File: src/rtl/cluster_scan_ctrl.sv
`default_nettype none
// ============================================================================
//  Module   : cluster_scan_ctrl
//  Function : Label-propagation sequencer that groups points into clusters by
//             Manhattan distance over a point memory with dual read ports.
//  Revision : 1.0
// ============================================================================
module cluster_scan_ctrl #(
    parameter int N        = 16,
    parameter int MAX_PASS = 15
) (
    input  logic       clk,
    input  logic       rst,
    input  logic       start,
    input  logic [9:0] eps,
    output logic [3:0] raddr_i,
    output logic [3:0] raddr_j,
    input  logic [7:0] xi,
    input  logic [7:0] yi,
    input  logic [7:0] zi,
    input  logic [7:0] xj,
    input  logic [7:0] yj,
    input  logic [7:0] zj,
    input  logic [3:0] li,
    input  logic [3:0] lj,
    output logic       we,
    output logic [3:0] waddr,
    output logic [3:0] wlabel,
    output logic       busy,
    output logic       done,
    output logic       converged,
    output logic [3:0] pass_cnt
);

    localparam logic [2:0] S_IDLE  = 3'd0;
    localparam logic [2:0] S_INIT  = 3'd1;
    localparam logic [2:0] S_SCAN  = 3'd2;
    localparam logic [2:0] S_CHECK = 3'd3;
    localparam logic [2:0] S_DONE  = 3'd4;

    localparam logic [3:0] c_LAST     = 4'(N - 1);
    localparam logic [3:0] c_LAST_I   = 4'(N - 2);
    localparam logic [3:0] c_MAX_PASS = 4'(MAX_PASS);

    logic [2:0] r_state;
    logic [2:0] w_next;
    logic [3:0] r_k;
    logic [3:0] r_i;
    logic [3:0] r_j;
    logic [9:0] r_eps;
    logic       r_changed;
    logic [3:0] r_pass_cnt;
    logic       r_converged;

    logic [7:0] w_dx;
    logic [7:0] w_dy;
    logic [7:0] w_dz;
    logic [9:0] w_dist;
    logic       w_merge;
    logic       w_last_pair;
    logic       w_more;

    assign w_dx   = (xi >= xj) ? (xi - xj) : (xj - xi);
    assign w_dy   = (yi >= yj) ? (yi - yj) : (yj - yi);
    assign w_dz   = (zi >= zj) ? (zi - zj) : (zj - zi);
    assign w_dist = {2'b00, w_dx} + {2'b00, w_dy} + {2'b00, w_dz};

    assign w_merge     = (w_dist <= r_eps) && (li != lj);
    assign w_last_pair = (r_i == c_LAST_I) && (r_j == c_LAST);
    assign w_more      = r_changed && (r_pass_cnt < c_MAX_PASS);

    always_ff @(posedge clk) begin
        if (rst) begin
            r_state <= S_IDLE;
        end else begin
            r_state <= w_next;
        end
    end

    always_comb begin
        w_next = r_state;
        case (r_state)
            S_IDLE:  if (start) w_next = S_INIT;
            S_INIT:  if (r_k == c_LAST) w_next = S_SCAN;
            S_SCAN:  if (w_last_pair) w_next = S_CHECK;
            S_CHECK: w_next = w_more ? S_SCAN : S_DONE;
            S_DONE:  w_next = S_IDLE;
            default: w_next = S_IDLE;
        endcase
    end

    always_ff @(posedge clk) begin
        if (rst) begin
            r_k         <= 4'd0;
            r_i         <= 4'd0;
            r_j         <= 4'd0;
            r_eps       <= 10'd0;
            r_changed   <= 1'b0;
            r_pass_cnt  <= 4'd0;
            r_converged <= 1'b0;
        end else begin
            case (r_state)
                S_IDLE: begin
                    if (start) begin
                        r_eps       <= eps;
                        r_pass_cnt  <= 4'd0;
                        r_converged <= 1'b0;
                        r_k         <= 4'd0;
                    end
                end
                S_INIT: begin
                    r_k <= r_k + 4'd1;
                    if (r_k == c_LAST) begin
                        r_i        <= 4'd0;
                        r_j        <= 4'd1;
                        r_changed  <= 1'b0;
                        r_pass_cnt <= 4'd1;
                    end
                end
                S_SCAN: begin
                    if (w_merge) begin
                        r_changed <= 1'b1;
                    end
                    // Hold the final pair so the read addresses stay in range during CHECK.
                    if (!w_last_pair) begin
                        if (r_j == c_LAST) begin
                            r_i <= r_i + 4'd1;
                            r_j <= r_i + 4'd2;
                        end else begin
                            r_j <= r_j + 4'd1;
                        end
                    end
                end
                S_CHECK: begin
                    if (w_more) begin
                        r_pass_cnt <= r_pass_cnt + 4'd1;
                        r_changed  <= 1'b0;
                        r_i        <= 4'd0;
                        r_j        <= 4'd1;
                    end else begin
                        r_converged <= ~r_changed;
                    end
                end
                default: begin
                end
            endcase
        end
    end

    always_comb begin
        we     = 1'b0;
        waddr  = 4'd0;
        wlabel = 4'd0;
        busy   = 1'b0;
        done   = 1'b0;
        case (r_state)
            S_INIT: begin
                busy   = 1'b1;
                we     = 1'b1;
                waddr  = r_k;
                wlabel = r_k;
            end
            S_SCAN: begin
                busy = 1'b1;
                if (w_merge) begin
                    we = 1'b1;
                    // The larger label is overwritten so labels only ever decrease.
                    if (li < lj) begin
                        waddr  = r_j;
                        wlabel = li;
                    end else begin
                        waddr  = r_i;
                        wlabel = lj;
                    end
                end
            end
            S_CHECK: busy = 1'b1;
            S_DONE:  done = 1'b1;
            default: begin
            end
        endcase
    end

    assign raddr_i   = r_i;
    assign raddr_j   = r_j;
    assign pass_cnt  = r_pass_cnt;
    assign converged = r_converged;

endmodule
`default_nettype wire

File: config.mk
export PLATFORM = sky130hd
export DESIGN_NAME = cluster_scan_ctrl
export DESIGN_NICKNAME = d
export VERILOG_FILES = /design/src/rtl/cluster_scan_ctrl.sv
export SDC_FILE = /design/constraint.sdc
export NUM_CORES = 1
export LEC_CHECK = 0
export CAP_MARGIN = 0
export CORE_ASPECT_RATIO = 0.8
export CORE_MARGIN = 2
export CORE_UTILIZATION = 45
export CTS_BUF_LIST = sky130_fd_sc_hd__clkbuf_4 sky130_fd_sc_hd__clkbuf_8
export CTS_CLUSTER_DIAMETER = 60
export DETAILED_ROUTE_END_ITERATION = 16
export PLACE_DENSITY = 0.75
export SLEW_MARGIN = 5
export SYNTH_ARGS = -nofsm -noshare
export SYNTH_HDL_FRONTEND = slang
export SYNTH_SLANG_ARGS = --single-unit
File: constraint.sdc
create_clock -name clk -period 15.2 [get_ports clk]
set_clock_uncertainty 0.15 [all_clocks]
set_input_delay 4.56 -clock clk [delete_from_list [all_inputs] [get_ports clk]]
set_output_delay 4.56 -clock clk [all_outputs]
set_load 0.005 [all_outputs]
==> run_results.csv <==
group,metric,value,unit
layout,finalCoreUtilization,0.661,
layout,drive_gt1_frac,0.194,
pwr,ir_drop,0.105,mV
logic_synthesis,synthFlopType,"dfxtp_1",
layout,stdcell_count,860,
worst_setup_path,critPathLaunch,"zi[2]",
logic_synthesis,syn_inst,578,
worst_setup_path,path_buf_inv,6,
layout,area_growth,43.9,%
logic_synthesis,synth_common_cells,"inv_1 (96), ha_1 (72), a21oi_1 (51), nor2_1 (48), nand2_1 (43)",
clock_network,cts-root-buf,"clkbuf_8",
routing,drt_iter0_drc,275,
grt,grt_pass1_vias,4425,
clock_network,cts_sinks,31,
timing,finalWorstSetupSlack,0.199,ns
timing,finalCriticalPeriod,15.00,ns
placement,dpl_worst_slack,-0.612,ns
clock_network,cts_buffer_depth,2,
timing,hold_ws,0.307,ns
logic_synthesis,yosysWarnings,0,
timing,relSlewSlack,0.335,
clock_network,cts_tree,"built",
worst_setup_path,critPathKind,"in2out",
worst_setup_path,cp_max_fo,3,
logic_synthesis,synth_compound_area_frac,0.211,
logic_synthesis,synth_top_cell_by_area,"ha_1",
worst_setup_path,path_delay_family,"compound AO/OA/AOI/OAI gates",
hold_path,worstHoldStart,"r_eps[3]$_SDFFE_PP0P_",
timing,setup_viol,0,
clock_network,clkLatencyLatePin,0.28,ns
layout,regArea,621,µm²
routing,via_per_inst,5.33,
logic_synthesis,yosysSeqAreaShare,0.141,
logic_synthesis,synthSimpleGateAreaFrac,0.162,
grt,gr-usage-all-layers,0.226,
grt,overflow,0,
layout,nNetsFinal,896,
worst_setup_path,crit_arrival,10.29,ns
worst_setup_path,cp_slowest_cell,"fa_1",
routing,finalWirelength,12.4,mm
worst_setup_path,path_common_cell,"a21o_1",
logic_synthesis,avgSynthCellArea,7.61,µm²
hold_path,hold_path_class,"reg2reg",
clock_network,postCtsHoldBufs,0,
worst_setup_path,critPathMaxStageDelay,0.52,ns
logic_synthesis,synth_top_family_by_area,"adder cells",
layout,multi_input_area,0.00357,mm²
routing,drcViolationCount,0,
layout,diodes,0,
logic_synthesis,synthTopCellsByArea,"ha_1 (20%), dfxtp_1 (14%), inv_1 (8.2%), fa_1 (6.8%), a21oi_1 (5.8%)",
run,cap_viol_max_count,0,
floorplanning,rows,32,
worst_setup_path,start_kind,"input pin",
grt,grt_max_degree,28,
logic_synthesis,ys_seq_elements,31,
outcome,status,"completed",
logic_synthesis,synth_adder_area_share,0.273,
logic_synthesis,ys_async_sr_fraction,0,
routing,ant_nets,0,
clock_network,cts_buffers,5,
pwr,p_leak,3.08,nW
floorplanning,dieArea,0.0106,mm²
grt,grt_first_pass_wirelength,19.7,mm
placement,gp_congestion,0.951,
timing,maxSlewViolCount,0,
clock_network,clk_pin_slew,0.06,ns
timing,post-route-period-util,0.987,
clock_network,cts.htree.levels,2,
timing,finalHoldViolCount,0,
logic_synthesis,synth_top_area_share,0.205,
routing,vias,4584,
logic_synthesis,synth.distinct_cells,61,
logic_synthesis,synth.most_common_cell,"inv_1",
logic_synthesis,synth_mux_area_frac,0.0578,
placement,placed_cells,830,
logic_synthesis,synthXorXnorAreaFrac,0.0558,
floorplanning,die_w,115,µm
routing,drt_first_pass_iters,5,
grt,grt_antenna_before_repair,0,
pwr,pwr_density_cell,127,mW/mm²
worst_setup_path,worstPathRequired,10.49,ns
floorplanning,ios,93,
placement,portBuffers,92,
floorplanning,core_area,0.00957,mm²
placement,dp_hpwl,9.54,mm
logic_synthesis,netlist_area,0.00440,mm²
logic_synthesis,syn_nets,734,
floorplanning,start_util,0.459,
logic_synthesis,synth-edff-count,0,
timing,worst_slew_pin_slew,0.995,ns
floorplanning,die_h,92.4,µm
layout,fill_cells,769,
worst_setup_path,reg2reg_from,"r_state[1]$_SDFFE_PP0P_",
timing,max_freq,66.7,MHz
worst_setup_path,end_kind,"output port",
routing,wl_per_cell,14.4,µm
==> logic make-up after synthesis <==
group / Yosys count
AO/OA/AOI/OAI: 142
flip-flops: 31
AND/OR/NAND/NOR: 151
adder cells (fa/ha/maj): 87
buffers and inverters: 114
XOR/XNOR: 28
multiplexers: 25
==> area by class of cell <==
type	count	area share
Timing Repair Buffer	171	0.241
Multi-Input combinational cell	434	0.564
Clock buffer	8	0.0164
Inverter	97	0.0576
Sequential cell	31	0.0981
Tap cell	119	0.0235
==> sequential cells by signal, indices dropped and copies added, names as in the netlist <==
| signal | flops |
|---|---|
| r_changed | 1 |
| r_k | 4 |
| raddr_i | 4 |
| r_eps | 10 |
| pass_cnt | 4 |
| raddr_j | 4 |
| converged | 1 |
| r_state | 3 |
==> stage by stage <==
| stage | instance area, µm² | TNS (ns) | power (mW) |
|---|---|---|---|
| floorplan | 4400 | 0 | 0.468 |
| global placement | 5830 | -3.34 | 0.618 |
| detailed placement | 5830 | -5.26 | 0.644 |
| CTS | 6070 | -0.0723 | 0.762 |
| global route | 6330 | -0.596 | 0.886 |
| finish | 6330 | 0 | 0.806 |
==> routing by layer <==
| metal | share of wire | wire, µm | GRT usage |
|---|---|---|---|
| met1 | 0.45 | 5550 | 0.312 |
| met2 | 0.47 | 5860 | 0.375 |
| met3 | 0.064 | 792 | 0.0353 |
| met4 | 0.013 | 157 | 0.0447 |
| met5 | 0 | 0 | 0 |
==> repair_timing <==
| action | CTS | global route |
|---|---|---|
| gates resized for setup | 26 | 56 |
| endpoints found under the setup margin | 9 | 9 |
| cloned | 1 | 0 |
| pin swaps | 11 | 30 |
| buffers inserted | 8 | 13 |
==> where the power goes <==
| part | switching (mW) | total, mW | internal, mW |
|---|---|---|---|
| logic | 0.309 | 0.624 | 0.316 |
| clock network | 0.0310 | 0.0741 | 0.0431 |
| registers | 0.0145 | 0.108 | 0.0932 |
| total | 0.354 | 0.806 | 0.452 |
==> path summary, 6_finish.rpt <==
check        slack [ns]                      end  cells after the start
min                0.31    r_eps[3]$_SDFFE_PP0P_                      2
max                0.20                 waddr[0]                     28
max reg2reg       12.79  raddr_j[3]$_SDFFE_PP0P_                      6
min reg2reg        0.31    r_eps[3]$_SDFFE_PP0P_                      2
==> worst reg2reg max path: stages (launching register included) <==
cell and delay [ns]:
dfxtp_1 0.64, nor3b_2 0.21, and2_1 0.21, a211oi_2 0.51, or2_1 0.24, a41oi_1 0.13, a211oi_1 0.22
==> cells in the final DEF (no fill, tap or decap), drive strengths merged, types with 20 or more instances in the layout <==
cell and instances:
inv 96, ha 72, nand2 43, mux2i 22
xnor2 20, o21ai 26, dfxtp 31, buf 81
clkdlybuf4s50 74, a21oi 52, nor2 48
Power figures use the tool's default switching activity.
